$ cat config.mk
export PLATFORM = sky130hd
export DESIGN_NAME = chirp_burst_ctrl
export DESIGN_NICKNAME = d
export VERILOG_FILES = /design/src/rtl/chirp_burst_ctrl.sv
export SDC_FILE = /design/constraint.sdc
export NUM_CORES = 1
export LEC_CHECK = 0
export CORE_ASPECT_RATIO = 1.25
export CORE_MARGIN = 3
export CORE_UTILIZATION = 50
export DETAILED_ROUTE_END_ITERATION = 12
export PLACE_DENSITY = 0.75
export SLEW_MARGIN = 15
export SYNTH_ARGS = -nofsm -noshare
export SYNTH_HDL_FRONTEND = slang
export SYNTH_SLANG_ARGS = --single-unit
$ cat constraint.sdc
create_clock -name clk -period 5.3 [get_ports clk]
set_clock_uncertainty 0.05 [all_clocks]
set_input_delay 1.325 -clock clk [delete_from_list [all_inputs] [get_ports clk]]
set_output_delay 1.325 -clock clk [all_outputs]
set_load 0.01 [all_outputs]
$ cat src/rtl/chirp_burst_ctrl.sv
`default_nettype none
// ============================================================================
// Module   : chirp_burst_ctrl
// Purpose  : Chirp sample ROM sequencer. Plays a burst of cfg_count chirps,
//            each cfg_len+1 samples, with cfg_gap idle cycles between chirps.
//            ROM data is re-aligned with valid / sop / eop flags.
// Options  : CHIRP_UPDOWN_EN - odd-indexed chirps read the ROM descending.
// Revision : 1.0 - initial release
// ============================================================================
module chirp_burst_ctrl #(
    parameter int ADDR_W  = 9,
    parameter int ROM_DW  = 16,
    parameter int DATA_W  = 14,
    parameter int ROM_LAT = 1,
    parameter int CNT_W   = 8,
    parameter int GAP_W   = 16
) (
    input  logic              clk,
    input  logic              rst_n,
    input  logic              start,
    input  logic              stop,
    input  logic [ADDR_W-1:0] cfg_len,
    input  logic [CNT_W-1:0]  cfg_count,
    input  logic [GAP_W-1:0]  cfg_gap,
    output logic              rom_en,
    output logic [ADDR_W-1:0] rom_addr,
    input  logic [ROM_DW-1:0] rom_dout,
    output logic [DATA_W-1:0] sample_out,
    output logic              sample_valid,
    output logic              chirp_sop,
    output logic              chirp_eop,
    output logic [CNT_W-1:0]  chirp_idx,
    output logic              busy,
    output logic              done
);

    typedef enum logic [2:0] {
        ST_IDLE  = 3'd0,
        ST_RUN   = 3'd1,
        ST_GAP   = 3'd2,
        ST_FLUSH = 3'd3,
        ST_DONE  = 3'd4
    } state_t;

    state_t            r_state;
    logic [ADDR_W-1:0] r_len_q;
    logic [CNT_W-1:0]  r_count_q;
    logic [GAP_W-1:0]  r_gap_q;
    logic [GAP_W-1:0]  r_gap_cnt;
    logic [1:0]        r_flush_cnt;

    // Address ordering for the current chirp and the start of the next one.
    logic [ADDR_W-1:0] w_first_addr;
    logic [ADDR_W-1:0] w_last_addr;
    logic [ADDR_W-1:0] w_step_addr;
    logic [ADDR_W-1:0] w_next_start;

`ifdef CHIRP_UPDOWN_EN
    logic w_desc;
    assign w_desc       = chirp_idx[0];
    assign w_first_addr = w_desc ? r_len_q : '0;
    assign w_last_addr  = w_desc ? '0 : r_len_q;
    assign w_step_addr  = w_desc ? (rom_addr - ADDR_W'(1)) : (rom_addr + ADDR_W'(1));
    // Next chirp has the opposite parity, hence the opposite direction.
    assign w_next_start = w_desc ? '0 : r_len_q;
`else
    assign w_first_addr = '0;
    assign w_last_addr  = r_len_q;
    assign w_step_addr  = rom_addr + ADDR_W'(1);
    assign w_next_start = '0;
`endif

    logic w_chirp_end;
    logic w_last_chirp;
    logic w_abort;
    logic [2:0] w_cur;
    logic [2:0] w_last_in;

    assign w_chirp_end  = (rom_addr == w_last_addr);
    assign w_last_chirp = (chirp_idx == (r_count_q - CNT_W'(1)));
    assign w_abort      = stop && ((r_state == ST_RUN) || (r_state == ST_GAP) ||
                                   (r_state == ST_FLUSH));
    // {valid, sop, eop} for the address being issued this cycle.
    assign w_cur        = {rom_en,
                           rom_en && (rom_addr == w_first_addr),
                           rom_en && w_chirp_end};

    // Burst sequencer: address generation, gaps, drain and status.
    always_ff @(posedge clk or negedge rst_n) begin
        if (!rst_n) begin
            r_state     <= ST_IDLE;
            r_len_q     <= '0;
            r_count_q   <= '0;
            r_gap_q     <= '0;
            r_gap_cnt   <= '0;
            r_flush_cnt <= '0;
            rom_en      <= 1'b0;
            rom_addr    <= '0;
            chirp_idx   <= '0;
            busy        <= 1'b0;
            done        <= 1'b0;
        end else begin
            case (r_state)
                ST_IDLE: begin
                    // stop has priority over a coincident start
                    if (start && !stop && (cfg_count != '0)) begin
                        r_len_q   <= cfg_len;
                        r_count_q <= cfg_count;
                        r_gap_q   <= cfg_gap;
                        r_state   <= ST_RUN;
                        rom_en    <= 1'b1;
                        rom_addr  <= '0;
                        chirp_idx <= '0;
                        busy      <= 1'b1;
                    end
                end
                ST_RUN: begin
                    if (stop) begin
                        r_state <= ST_IDLE;
                        rom_en  <= 1'b0;
                        busy    <= 1'b0;
                    end else if (w_chirp_end) begin
                        if (w_last_chirp) begin
                            r_state     <= ST_FLUSH;
                            rom_en      <= 1'b0;
                            r_flush_cnt <= 2'd1;
                        end else if (r_gap_q == '0) begin
                            rom_addr  <= w_next_start;
                            chirp_idx <= chirp_idx + CNT_W'(1);
                        end else begin
                            r_state   <= ST_GAP;
                            rom_en    <= 1'b0;
                            r_gap_cnt <= GAP_W'(1);
                        end
                    end else begin
                        rom_addr <= w_step_addr;
                    end
                end
                ST_GAP: begin
                    if (stop) begin
                        r_state <= ST_IDLE;
                        busy    <= 1'b0;
                    end else if (r_gap_cnt == r_gap_q) begin
                        r_state   <= ST_RUN;
                        rom_en    <= 1'b1;
                        rom_addr  <= w_next_start;
                        chirp_idx <= chirp_idx + CNT_W'(1);
                    end else begin
                        r_gap_cnt <= r_gap_cnt + GAP_W'(1);
                    end
                end
                ST_FLUSH: begin
                    if (stop) begin
                        r_state <= ST_IDLE;
                        busy    <= 1'b0;
                    end else if (r_flush_cnt == 2'(ROM_LAT)) begin
                        r_state <= ST_DONE;
                        done    <= 1'b1;
                        busy    <= 1'b0;
                    end else begin
                        r_flush_cnt <= r_flush_cnt + 2'd1;
                    end
                end
                ST_DONE: begin
                    r_state <= ST_IDLE;
                    done    <= 1'b0;
                end
                default: begin
                    r_state <= ST_IDLE;
                    rom_en  <= 1'b0;
                    busy    <= 1'b0;
                    done    <= 1'b0;
                end
            endcase
        end
    end

    // Flag delay line; the last stage is captured together with ROM data.
    logic [2:0] r_dly [ROM_LAT];

    generate
        if (ROM_LAT == 1) begin : g_lat_one
            assign w_last_in = w_cur;
        end else begin : g_lat_multi
            assign w_last_in = r_dly[ROM_LAT-2];
        end
    endgenerate

    // Align valid/sop/eop with ROM read data; abort flushes in-flight samples.
    always_ff @(posedge clk or negedge rst_n) begin
        if (!rst_n) begin
            for (int i = 0; i < ROM_LAT; i++) r_dly[i] <= 3'b000;
            sample_out <= '0;
        end else if (w_abort) begin
            for (int i = 0; i < ROM_LAT; i++) r_dly[i] <= 3'b000;
            sample_out <= '0;
        end else begin
            r_dly[0] <= w_cur;
            for (int i = 1; i < ROM_LAT; i++) r_dly[i] <= r_dly[i-1];
            sample_out <= w_last_in[2] ? rom_dout[DATA_W-1:0] : '0;
        end
    end

    assign sample_valid = r_dly[ROM_LAT-1][2];
    assign chirp_sop    = r_dly[ROM_LAT-1][1];
    assign chirp_eop    = r_dly[ROM_LAT-1][0];

    // ROM MSBs above the sample width are intentionally dropped.
    generate
        if (ROM_DW > DATA_W) begin : g_rom_msbs
            logic w_unused_rom_msbs;
            assign w_unused_rom_msbs = ^rom_dout[ROM_DW-1:DATA_W];
        end
    endgenerate

endmodule
`default_nettype wire

# ---- Word-level counts from Yosys, hierarchy flattened
# Index checks and enable logic that the tools add are counted.
dict set report word_totals {
  in_bits 53
  elab_cells 133
  output_inout_bits 37
  ff_bits 91
}
dict set report op_classes {
  muxes 57
  addsub 5
  n_eq_ne 28
  n_reduce_logical 27
  bitwise 3
}
# cell count
set op_table {}
lappend op_table {{2-to-1 mux 16 bit} 6}
lappend op_table {{2-to-1 mux 9 bit} 7}
lappend op_table {{2-to-1 mux 8 bit} 7}
lappend op_table {{case mux 16 bit (2 select lines)} 1}
lappend op_table {{2-to-1 mux 3 bit} 10}
lappend op_table {{2-to-1 mux 14 bit} 2}
lappend op_table {{case mux 9 bit (3 select lines)} 1}
lappend op_table {{case mux 8 bit (3 select lines)} 1}
lappend op_table {{inequality test 2 bit, second input constant} 10}
lappend op_table {{adder 16 x 1 -> 16 bit, second input constant} 1}
lappend op_table {{equality test 16 bit} 1}
lappend op_table {{zero test 16 bit} 1}
lappend op_table {{AND reduction 7 bit} 2}
lappend op_table {{2-to-1 mux 1 bit} 12}
lappend op_table {{case mux 3 bit (4 select lines)} 1}
lappend op_table {{AND reduction 6 bit} 2}
lappend op_table {{2-to-1 mux 2 bit} 5}
lappend op_table {{adder 9 x 1 -> 9 bit, second input constant} 1}
lappend op_table {{equality test 9 bit} 1}
lappend op_table {{zero test 9 bit} 1}
lappend op_table {{inequality test 3 x 2 -> 1 bit, second input constant} 3}
lappend op_table {{adder 8 x 1 -> 8 bit, second input constant} 1}
lappend op_table {{equality test 8 bit} 1}
lappend op_table {{inequality test 2 x 1 -> 1 bit, second input constant} 4}
lappend op_table {{other kinds (26)} 38}

# ---- Longest topological paths before layout
# Gate-level depths: netlist of the first run.
dict set report logic_depth {
  word_depth 6
  ltp_mapped 11
  ltp_nobuf 9
}

# ---- Worst setup path before layout of the first run
# No wires, ideal clock.
dict set report synth_timing {
  path_type {input to register}
  from {input cfg_count[5]}
  to {register rom_addr[3]}
  setup_time_ns 0.140
  path_slack_ns 2.112
  cell_stages 8
  t_arrival_ns 2.999
  t_required_ns 5.110
  path_cell_list {or4_1 -> o21ai_1 -> nor2b_1 -> o32a_1 -> clkbuf_1 -> nor3_1 -> mux2i_1 -> a21oi_1}
}
dict set report synth_between {
  elab_chain_len 4
}
# element line
set synth_lines {}
lappend synth_lines {{from (decl)} 23} ;# input logic [CNT_W-1:0] cfg_count,
lappend synth_lines {{nonzero test 8 bit} 106} ;# if (start && !stop && (cfg_count != '0)) begin
lappend synth_lines {{logical AND 1 bit} 106}
lappend synth_lines {{inequality test 2 bit (no source line)} --}
lappend synth_lines {{AND reduction 7 bit (no source line)} --}
lappend synth_lines {{to (signal assigned)} 128} ;# rom_addr <= w_next_start;
lappend synth_lines {{to (signal assigned)} 136} ;# rom_addr <= w_step_addr;
lappend synth_lines {{to (signal assigned)} 146} ;# rom_addr <= w_next_start;
lappend synth_lines {{to (decl)} 26} ;# output logic [ADDR_W-1:0] rom_addr,
# No other way between the ends.
# A chain may end at the register's enable or synchronous reset.

# ---- Final worst setup path of the first run
dict set report layout_timing {
  from {input cfg_count[1]}
  to {register chirp_idx[0]}
}
dict set report layout_between {
  elab_chain_len 4
}
# element line
set layout_lines {}
lappend layout_lines {{nonzero test 8 bit} 106}
lappend layout_lines {{logical AND 1 bit} 106}
lappend layout_lines {{inequality test 2 bit (no source line)} --}
lappend layout_lines {{AND reduction 8 bit (no source line)} --}
lappend layout_lines {{to (signal assigned)} 129} ;# chirp_idx <= chirp_idx + CNT_W'(1);
lappend layout_lines {{to (signal assigned)} 147} ;# chirp_idx <= chirp_idx + CNT_W'(1);
lappend layout_lines {{to (decl)} 32} ;# output logic [CNT_W-1:0] chirp_idx,
# No other way between the ends.

==> results.yml, run 1 <==
drt:
  vias: 3738
  postRouteAntennaNets: 0
  wl_per_cell_um: 15.9
  viasPerCell: 5.71
  remaining_drc_errors: 0
  wirelength_um: 10400
  dr.pass1.iters: 6
  drtIter0Drc: 122
synth:
  seq_area_frac_synth: 0.490
  yosysUniqueCellTypes: 57
  avgSynthCellArea_um2: 10.4
  synth_flop_cell: "dfrtp_1"
  synth_fp_nets: 506
  yosysTopAreaCellShare: 0.490
  synth-edff-count: 0
  ys_ff_latch: 91
  synth.area.top_cells: "dfrtp_1 (49%), mux2_2 (8.2%), xor2_1 (5.5%)"
  syn_area_um2: 4650
  yosysTopAreaCell: "dfrtp_1"
  yosysWarningCount: 0
  ys_async_sr_fraction: 1.00
  synth_cells: 447
clock_tree:
  cts-root-buf: "clkbuf_8"
  cts_buffers: 9
  cts_tree: "yes"
  clk_pin_slew_ps: 90
  cts.sinks: 91
  postCtsSetupRepairBufs: 0
  cts_max_path_buffers: 2
  clk_latency_ps: 360
  htree_levels: 3
  cts_resized: 0
  holdBufCountCts: 0
hold_path:
  hold_path_class: "flop to flop"
run:
  cap_violations: 0
sta:
  slew_viol_final: 0
  tns_ps: 0
  period_needed_ps: 3920
  period_share: 0.739
  rsz0062_at_grt: "false"
  relSlewSlack: 0.478
  fin_ws_ps: 1380
  finalHoldViolCount: 0
  fmax_ghz: 0.255
  worst_slew_pin_slew_ps: 780
  setup_viol: 0
setup_path:
  slowest_stage: "o32a_1"
  worstPathRequired_ps: 5500
  cpPeakStageDelay_ps: 550
  path_class: "input pin to flop"
  worstSetupStartpointType: "input pin"
  crit_family: "simple AND/OR/NAND/NOR gates"
  crit_chain: "clkdlybuf4s50_1 -> or4_1 -> o21ai_1 -> nor2b_1 -> o32a_1 -> nor2_1 -> mux2_2"
  arrival_ps: 4110
  path_buf_inv: 1
  end_kind: "flop"
  critPathMaxFanout: 17
pwr:
  power_leakage_nw: 2.45
  power_density_nw_per_um2: 425
  totalPowerFinal_mw: 2.48
  peakVddDrop_uv: 212
cells_and_area:
  antennaDiodeCount: 0
  stdcell_area_um2: 5830
  final_cell_mix: "dfrtp_1 (91), clkdlybuf4s50_1 (86), mux2_2 (34)"
  num-nets-final: 589
  area_growth_pct: 25.3
  final_common_cell: "dfrtp_1"
  drive_above_1_share: 0.120
floorplan:
  dieHeight_um: 114
  die_w_um: 92.3
  initial_utilization: 0.523
  coreArea_um2: 8890
  row_count: 38
  ios: 90
  die_area_um2: 10500
global_routing:
  grt_max_degree: 59
  grt_pass1_vias: 3708
  grt_antenna_before_repair: 0
  gr-usage-all-layers: 0.206
  grt_pass1_wl_um: 17400
  grt-ovfl-total: 0
place:
  placed_area_um2: 5620
  hpwl_um: 7700
  portBuffers: 87
  place_congestion: 0.818
  dp_slack_ps: 1030
status:
  status: "complete, no violations"
==> kinds of logic (layout without fill, tap and decap cells) <==
| kind of cell | after synthesis | count (layout) | share of synthesized area |
|---|---|---|---|
| adders and majority gates | 6 | 6 | 0.0161 |
| AOI/OAI and AO/OA | 84 | 84 | 0.114 |
| DFF | 91 | 91 | 0.490 |
| xor gates and xnor gates | 39 | 39 | 0.0767 |
| and+or+nand+nor | 159 | 159 | 0.188 |
| muxes | 36 | 36 | 0.0866 |
| buffers and inverters | 32 | 120 | 0.0290 |
==> sequential cells by signal, summed over array words and instances (netlist names) <==
name,count
chirp_idx,8
r_count_q,8
r_gap_q,16
r_state,3
r_gap_cnt,16
sample_out,14
rom_en,1
rom_addr,9
r_dly,3
busy,1
r_flush_cnt,2
done,1
r_len_q,9
==> synthesized netlist by cell type, drive strengths merged (2+ instances only) <==
| cell | count |
|---|---|
| nand3 | 13 |
| dfrtp | 91 |
| nand2 | 30 |
| a21oi | 23 |
| mux2 | 34 |
| nor2b | 3 |
| nor4 | 11 |
| o31ai | 10 |
| or3 | 7 |
| and2 | 19 |
| ha | 6 |
| o211ai | 7 |
| nor2 | 33 |
| a31oi | 4 |
| nand4 | 7 |
| xor2 | 29 |
| clkbuf | 12 |
| and3 | 10 |
| buf | 7 |
| nor3 | 4 |
| o21ai | 27 |
| nor3b | 2 |
| xnor2 | 9 |
| or4 | 13 |
| mux2i | 2 |
| inv | 13 |
==> report_power, final <==
| part | total, mW | switching (mW) | internal [mW] |
|---|---|---|---|
| Combinational | 0.866 | 0.378 | 0.488 |
| Sequential | 1.12 | 0.224 | 0.899 |
| Clock | 0.488 | 0.252 | 0.236 |
==> per-layer routing <==
layer  GRT usage  vias up  part of all wire
met5           0        -                 0
met4      0.0714        0             0.021
met3      0.0429       21             0.056
met2       0.375      111              0.53
met1       0.240     1838              0.39
li1            -     1768                 -
==> metrics by stage <==
stage,instances,util,hold slack (ps)
finish,655,0.656,447
global route,655,0.656,474
CTS,655,0.656,453
detailed placement,639,0.632,425
global placement,639,0.632,422
floorplan,447,-,406
==> cell type report <==
| class | instances | area [µm²] |
|---|---|---|
| inverters | 13 | 48.8 |
| multi-input cells | 324 | 2250 |
| clock buffers | 10 | 138 |
| flip-flops and latches | 91 | 2280 |
| repair buffers | 91 | 898 |
| fillers | 775 | 3060 |
| clock inverters | 6 | 70.1 |
| well taps | 120 | 150 |
==> path summary, 6_finish.rpt <==
path | startpoint | to | slack [ps] | cells past startpoint
max | cfg_count[1] | chirp_idx[0] | 1380 | 7
min | r_flush_cnt[1] | r_flush_cnt[1] | 450 | 1
max reg2reg | r_count_q[0] | chirp_idx[0] | 2070 | 9
min reg2reg | r_flush_cnt[1] | r_flush_cnt[1] | 450 | 1
max in group asynchronous | rst_n | r_gap_cnt[3] | 3310 | 2
min in group asynchronous | rst_n | sample_out[3] | 960 | 1
No activity file was read; power rests on OpenSTA's default activity.
==> run 2: changes to the inputs <==
--- a/config.mk
+++ b/config.mk
@@ -7,9 +7,9 @@
 export LEC_CHECK = 0
 export CORE_ASPECT_RATIO = 1.25
 export CORE_MARGIN = 3
-export CORE_UTILIZATION = 50
+export CORE_UTILIZATION = 47
 export DETAILED_ROUTE_END_ITERATION = 12
-export PLACE_DENSITY = 0.75
+export PLACE_DENSITY = 0.74
 export SLEW_MARGIN = 15
 export SYNTH_ARGS = -nofsm -noshare
 export SYNTH_HDL_FRONTEND = slang
==> constraint.sdc (replaced) <==
create_clock -name clk -period 3.6 [get_ports clk]
set_clock_uncertainty 0.05 [all_clocks]
set_input_delay 0.9 -clock clk [delete_from_list [all_inputs] [get_ports clk]]
set_output_delay 0.9 -clock clk [all_outputs]
set_load 0.01 [all_outputs]
==> results.yml, run 2 (same netlist as run 1, synthesis figures left out) <==
clock_tree:
  clk_latency_ps: 340
  cts_resized: 0
  postCtsSetupRepairBufs: 0
  htree_levels: 3
  clk_pin_slew_ps: 60
  cts.sinks: 91
  holdBufCountCts: 0
  cts-root-buf: "clkbuf_16"
  cts_max_path_buffers: 2
  cts_tree: "yes"
  cts_buffers: 9
setup_path:
  path_class: "flop to flop"
  critPathMaxFanout: 15
  crit_chain: "inv_1 -> ha_1 -> xor3_1 -> a2111oi_2 -> and4b_1 -> nand3_4 -> a21oi_2 -> nor2_1 -> mux2_2"
  cpPeakStageDelay_ps: 510
  slowest_stage: "a21oi_2"
  reg2reg_slack_ps: 570
  worstSetupStartpointType: "flop"
  arrival_ps: 3210
  end_kind: "flop"
  worstPathRequired_ps: 3780
global_routing:
  grt_max_degree: 58
  gr-usage-all-layers: 0.207
  grt_pass1_vias: 3755
  grt_antenna_before_repair: 0
  grt-ovfl-total: 0
  grt_pass1_wl_um: 17900
cells_and_area:
  final_common_cell: "dfrtp_1"
  antennaDiodeCount: 0
  top_regs: "r_gap_cnt: 16 flops, r_gap_q: 16 flops, sample_out: 14 flops"
  num-nets-final: 596
  fillCellCount: 759
  drive_above_1_share: 0.129
  area_growth_pct: 29.4
  final_cell_mix: "dfrtp_1 (91), clkdlybuf4s50_1 (86), mux2_2 (34)"
floorplan:
  dieHeight_um: 117
  die_area_um2: 11100
  initial_utilization: 0.497
  die_w_um: 95.0
  coreArea_um2: 9370
  row_count: 39
  ios: 90
sta:
  tns_ps: 0
  worst_slew_pin_slew_ps: 753
  slew_viol_final: 0
  finalHoldViolCount: 0
  fin_ws_ps: 566
  rsz0062_at_grt: "false"
  period_share: 0.843
  fmax_ghz: 0.330
  relSlewSlack: 0.496
  setup_viol: 0
  period_needed_ps: 3030
pwr:
  power_leakage_nw: 2.54
  power_density_nw_per_um2: 669
  peakVddDrop_uv: 361
place:
  dp_slack_ps: 315
  hpwl_um: 7740
  place_congestion: 0.808
  portBuffers: 87
drt:
  remaining_drc_errors: 0
  dr.pass1.iters: 4
  vias: 3769
  dr_wl_met3_um: 601
  viasPerCell: 5.67
  wl_met2_um: 5480
  wirelength_um: 10700
  wl_per_cell_um: 16.1
  postRouteAntennaNets: 0
  topRoutingLayerUsed: "met4"
  drtIter0Drc: 187
  routedLengthMet1_um: 4390
hold_path:
  hold_path_class: "flop to flop"
status:
  status: "complete, no violations"
run:
  cap_violations: 0
run 2: changes by cell type in the layout (fill, tap and decap cells not counted):
cell	change
clkbuf_8	-10
clkbuf_16	+9
bufinv_16	+2
clkbuf_1	+1
buf_4	+7
inv_6	-2
run 2: per-layer routing:
layer,vias up,GRT usage
li1,1800,-
met1,1827,0.248
met2,118,0.358
met3,24,0.0505
met4,0,0.0780
met5,-,0
run 2: cell type report:
type,instances,area (µm²),area share
Clock buffer,10,229,0.0380
Clock inverter,6,113,0.0187
Inverter,13,48.8,0.00811
Multi-Input combinational cell,324,2250,0.373
Sequential cell,91,2280,0.378
Tap cell,123,154,0.0256
Timing Repair Buffer,98,951,0.158
run 2: critical path, delay by kind of cell (launching register included):
| kind | cells | cell delay, ps |
|---|---|---|
| compound gates | 2 | 830 |
| flops | 1 | 400 |
| mux | 1 | 300 |
| fa+ha+maj | 1 | 180 |
| buf+inv | 1 | 80 |
| simple gates | 3 | 650 |
| xor+xnor | 1 | 430 |
run 2: final timing paths:
path                                 from             end  depth (start not counted)
max in group asynchronous           rst_n            busy                          2
max reg2reg                  r_count_q[0]    chirp_idx[1]                          9
min in group asynchronous           rst_n   sample_out[2]                          1
min                        r_flush_cnt[1]  r_flush_cnt[1]                          1
max                          r_count_q[0]    chirp_idx[1]                          9
min reg2reg                r_flush_cnt[1]  r_flush_cnt[1]                          1
run 2: through the flow:
| step | utilization | hold WS, ps | cells | total power [mW] | area, µm² |
|---|---|---|---|---|---|
| floorplan | - | 406 | 447 | 2.46 | 4650 |
| detailed placement | 0.606 | 429 | 649 | 2.98 | 5680 |
| global route | 0.642 | 484 | 665 | 4.28 | 6020 |
| global placement | 0.606 | 422 | 649 | 2.92 | 5680 |
| finish | 0.642 | 441 | 665 | 4.03 | 6020 |
| CTS | 0.642 | 445 | 665 | 4.07 | 6020 |
run 2: power by group:
group / switching, mW / internal, mW / total, mW
combinational: 0.568 / 0.731 / 1.30
sequential: 0.331 / 1.33 / 1.66
clock: 0.391 / 0.681 / 1.07
==> run 3: changes to the inputs <==
==> constraint.sdc (replaced) <==
create_clock -name clk -period 2.5 [get_ports clk]
set_clock_uncertainty 0.05 [all_clocks]
set_input_delay 0.625 -clock clk [delete_from_list [all_inputs] [get_ports clk]]
set_output_delay 0.625 -clock clk [all_outputs]
set_load 0.01 [all_outputs]
==> results.yml, run 3 (same netlist as run 1, synthesis figures left out) <==
setup_path:
  arrival_ps: 2690
  path_class: "input pin to flop"
  end_kind: "flop"
  worstPathRequired_ps: 2720
  critPathMaxFanout: 8
  worstSetupStartpointType: "input pin"
sta:
  setup_viol: 0
  finalHoldViolCount: 0
  slew_viol_final: 0
  worst_slew_pin_slew_ps: 630
  period_needed_ps: 2470
  period_share: 0.989
  relSlewSlack: 0.580
  rsz0062_at_grt: "true"
  fmax_ghz: 0.404
clock_tree:
  cts_buffers: 9
  clk_latency_ps: 340
  cts_max_path_buffers: 2
  cts.sinks: 91
  clk_pin_slew_ps: 60
  cts_tree: "yes"
  holdBufCountCts: 0
  cts-root-buf: "clkbuf_16"
  htree_levels: 3
global_routing:
  grt-ovfl-total: 0
  grt_max_degree: 41
  grt_pass1_vias: 3933
  grt_pass1_wl_um: 18500
  grt_antenna_before_repair: 0
  gr-usage-all-layers: 0.213
cells_and_area:
  drive_above_1_share: 0.251
  top_regs: "r_gap_cnt: 16 flops, r_gap_q: 16 flops, sample_out: 14 flops"
  antennaDiodeCount: 0
  final_cell_mix: "dfrtp_1 (85), clkdlybuf4s50_1 (84), buf_4 (50)"
  final_common_cell: "dfrtp_1"
  fillCellCount: 704
  area_growth_pct: 41.5
  num-nets-final: 643
  stdcell_area_um2: 6580
pwr:
  power_frac_comb: 0.401
  p_int_mw: 3.97
  totalPowerFinal_mw: 5.94
  netSwitchingFraction: 0.332
  power.switching_mw: 1.98
  peakVddDrop_uv: 523
  p_clk_frac: 0.215
  power_density_nw_per_um2: 903
  p_seq_frac: 0.384
  power_leakage_nw: 2.83
drt:
  remaining_drc_errors: 0
  postRouteAntennaNets: 0
  drtIter0Drc: 149
  dr.pass1.iters: 4
  vias: 3959
  viasPerCell: 5.56
  wl_per_cell_um: 16.1
  wirelength_um: 11500
place:
  place_congestion: 0.802
  placed_area_um2: 6060
  portBuffers: 87
  hpwl_um: 8460
floorplan:
  dieHeight_um: 117
  die_area_um2: 11100
  initial_utilization: 0.497
  ios: 90
  row_count: 39
  coreArea_um2: 9370
  die_w_um: 95.0
status:
  status: "complete, no violations"
run:
  cap_violations: 0
hold_path:
  hold_path_class: "input pin to asynchronous set/reset pin"
## run 3: cell type report
type	count	area [µm²]	share of cell area
Timing Repair Buffer	145	1420	0.215
Tap cell	123	154	0.0234
Clock buffer	12	256	0.0390
Sequential cell	91	2280	0.347
Inverter	13	48.8	0.00741
Multi-Input combinational cell	324	2400	0.364
Clock inverter	4	25.0	0.00380
## run 3: power groups by stage
stage,clock [mW],combinational (mW),sequential (mW)
floorplan,0,1.24,2.31
global placement,0,2.16,2.28
detailed placement,0,2.23,2.31
CTS,1.30,2.28,2.28
global route,1.37,2.60,2.35
finish,1.28,2.38,2.28
## run 3: through the flow
stage | hold WS, ps | TNS [ps] | setup WS (ps) | utilization | instances
floorplan | 279 | 0 | 2.23 | - | 447
global placement | 422 | -18810 | -399 | 0.647 | 688
detailed placement | 435 | -19730 | -410 | 0.647 | 688
CTS | 211 | 0 | 2.32 | 0.681 | 706
global route | 235 | -591 | -78.5 | 0.703 | 712
finish | 200 | 0 | 27.3 | 0.703 | 712
## run 3: worst max-delay path: stages
cell and delay [ps]:
clkdlybuf4s50_1 480, or4_4 140, o21ai_4 70, nor2b_4 130, o32a_4 420, clkbuf_16 180
or4_1 480, a21oi_1 150
## run 3: what timing repair did
item,CTS,global route
cloned,0,1
resized for setup,5,35
setup buffers,2,5
pin swaps,4,16
setup endpoints to repair,50,33
## run 3: worst paths after layout
kind | start | to | slack [ps] | cells after the start
setup reg to reg | r_count_q[2] | r_gap_cnt[11] | 50 | 7
hold reg to reg | r_flush_cnt[0] | r_flush_cnt[0] | 440 | 1
min in group clk | r_flush_cnt[0] | r_flush_cnt[0] | 440 | 1
max in group asynchronous | rst_n | r_count_q[2] | 1580 | 2
hold / removal | rst_n | sample_out[13] | 200 | 1
setup / recovery | cfg_count[1] | chirp_idx[5] | 30 | 8
## run 3: layer usage
| metal | vias up | track usage | routed length, µm |
|---|---|---|---|
| li1 | 1882 | - | - |
| met1 | 1939 | 0.259 | 4520 |
| met2 | 121 | 0.370 | 6120 |
| met3 | 17 | 0.0486 | 623 |
| met4 | 0 | 0.0799 | 216 |
| met5 | - | 0 | 0 |
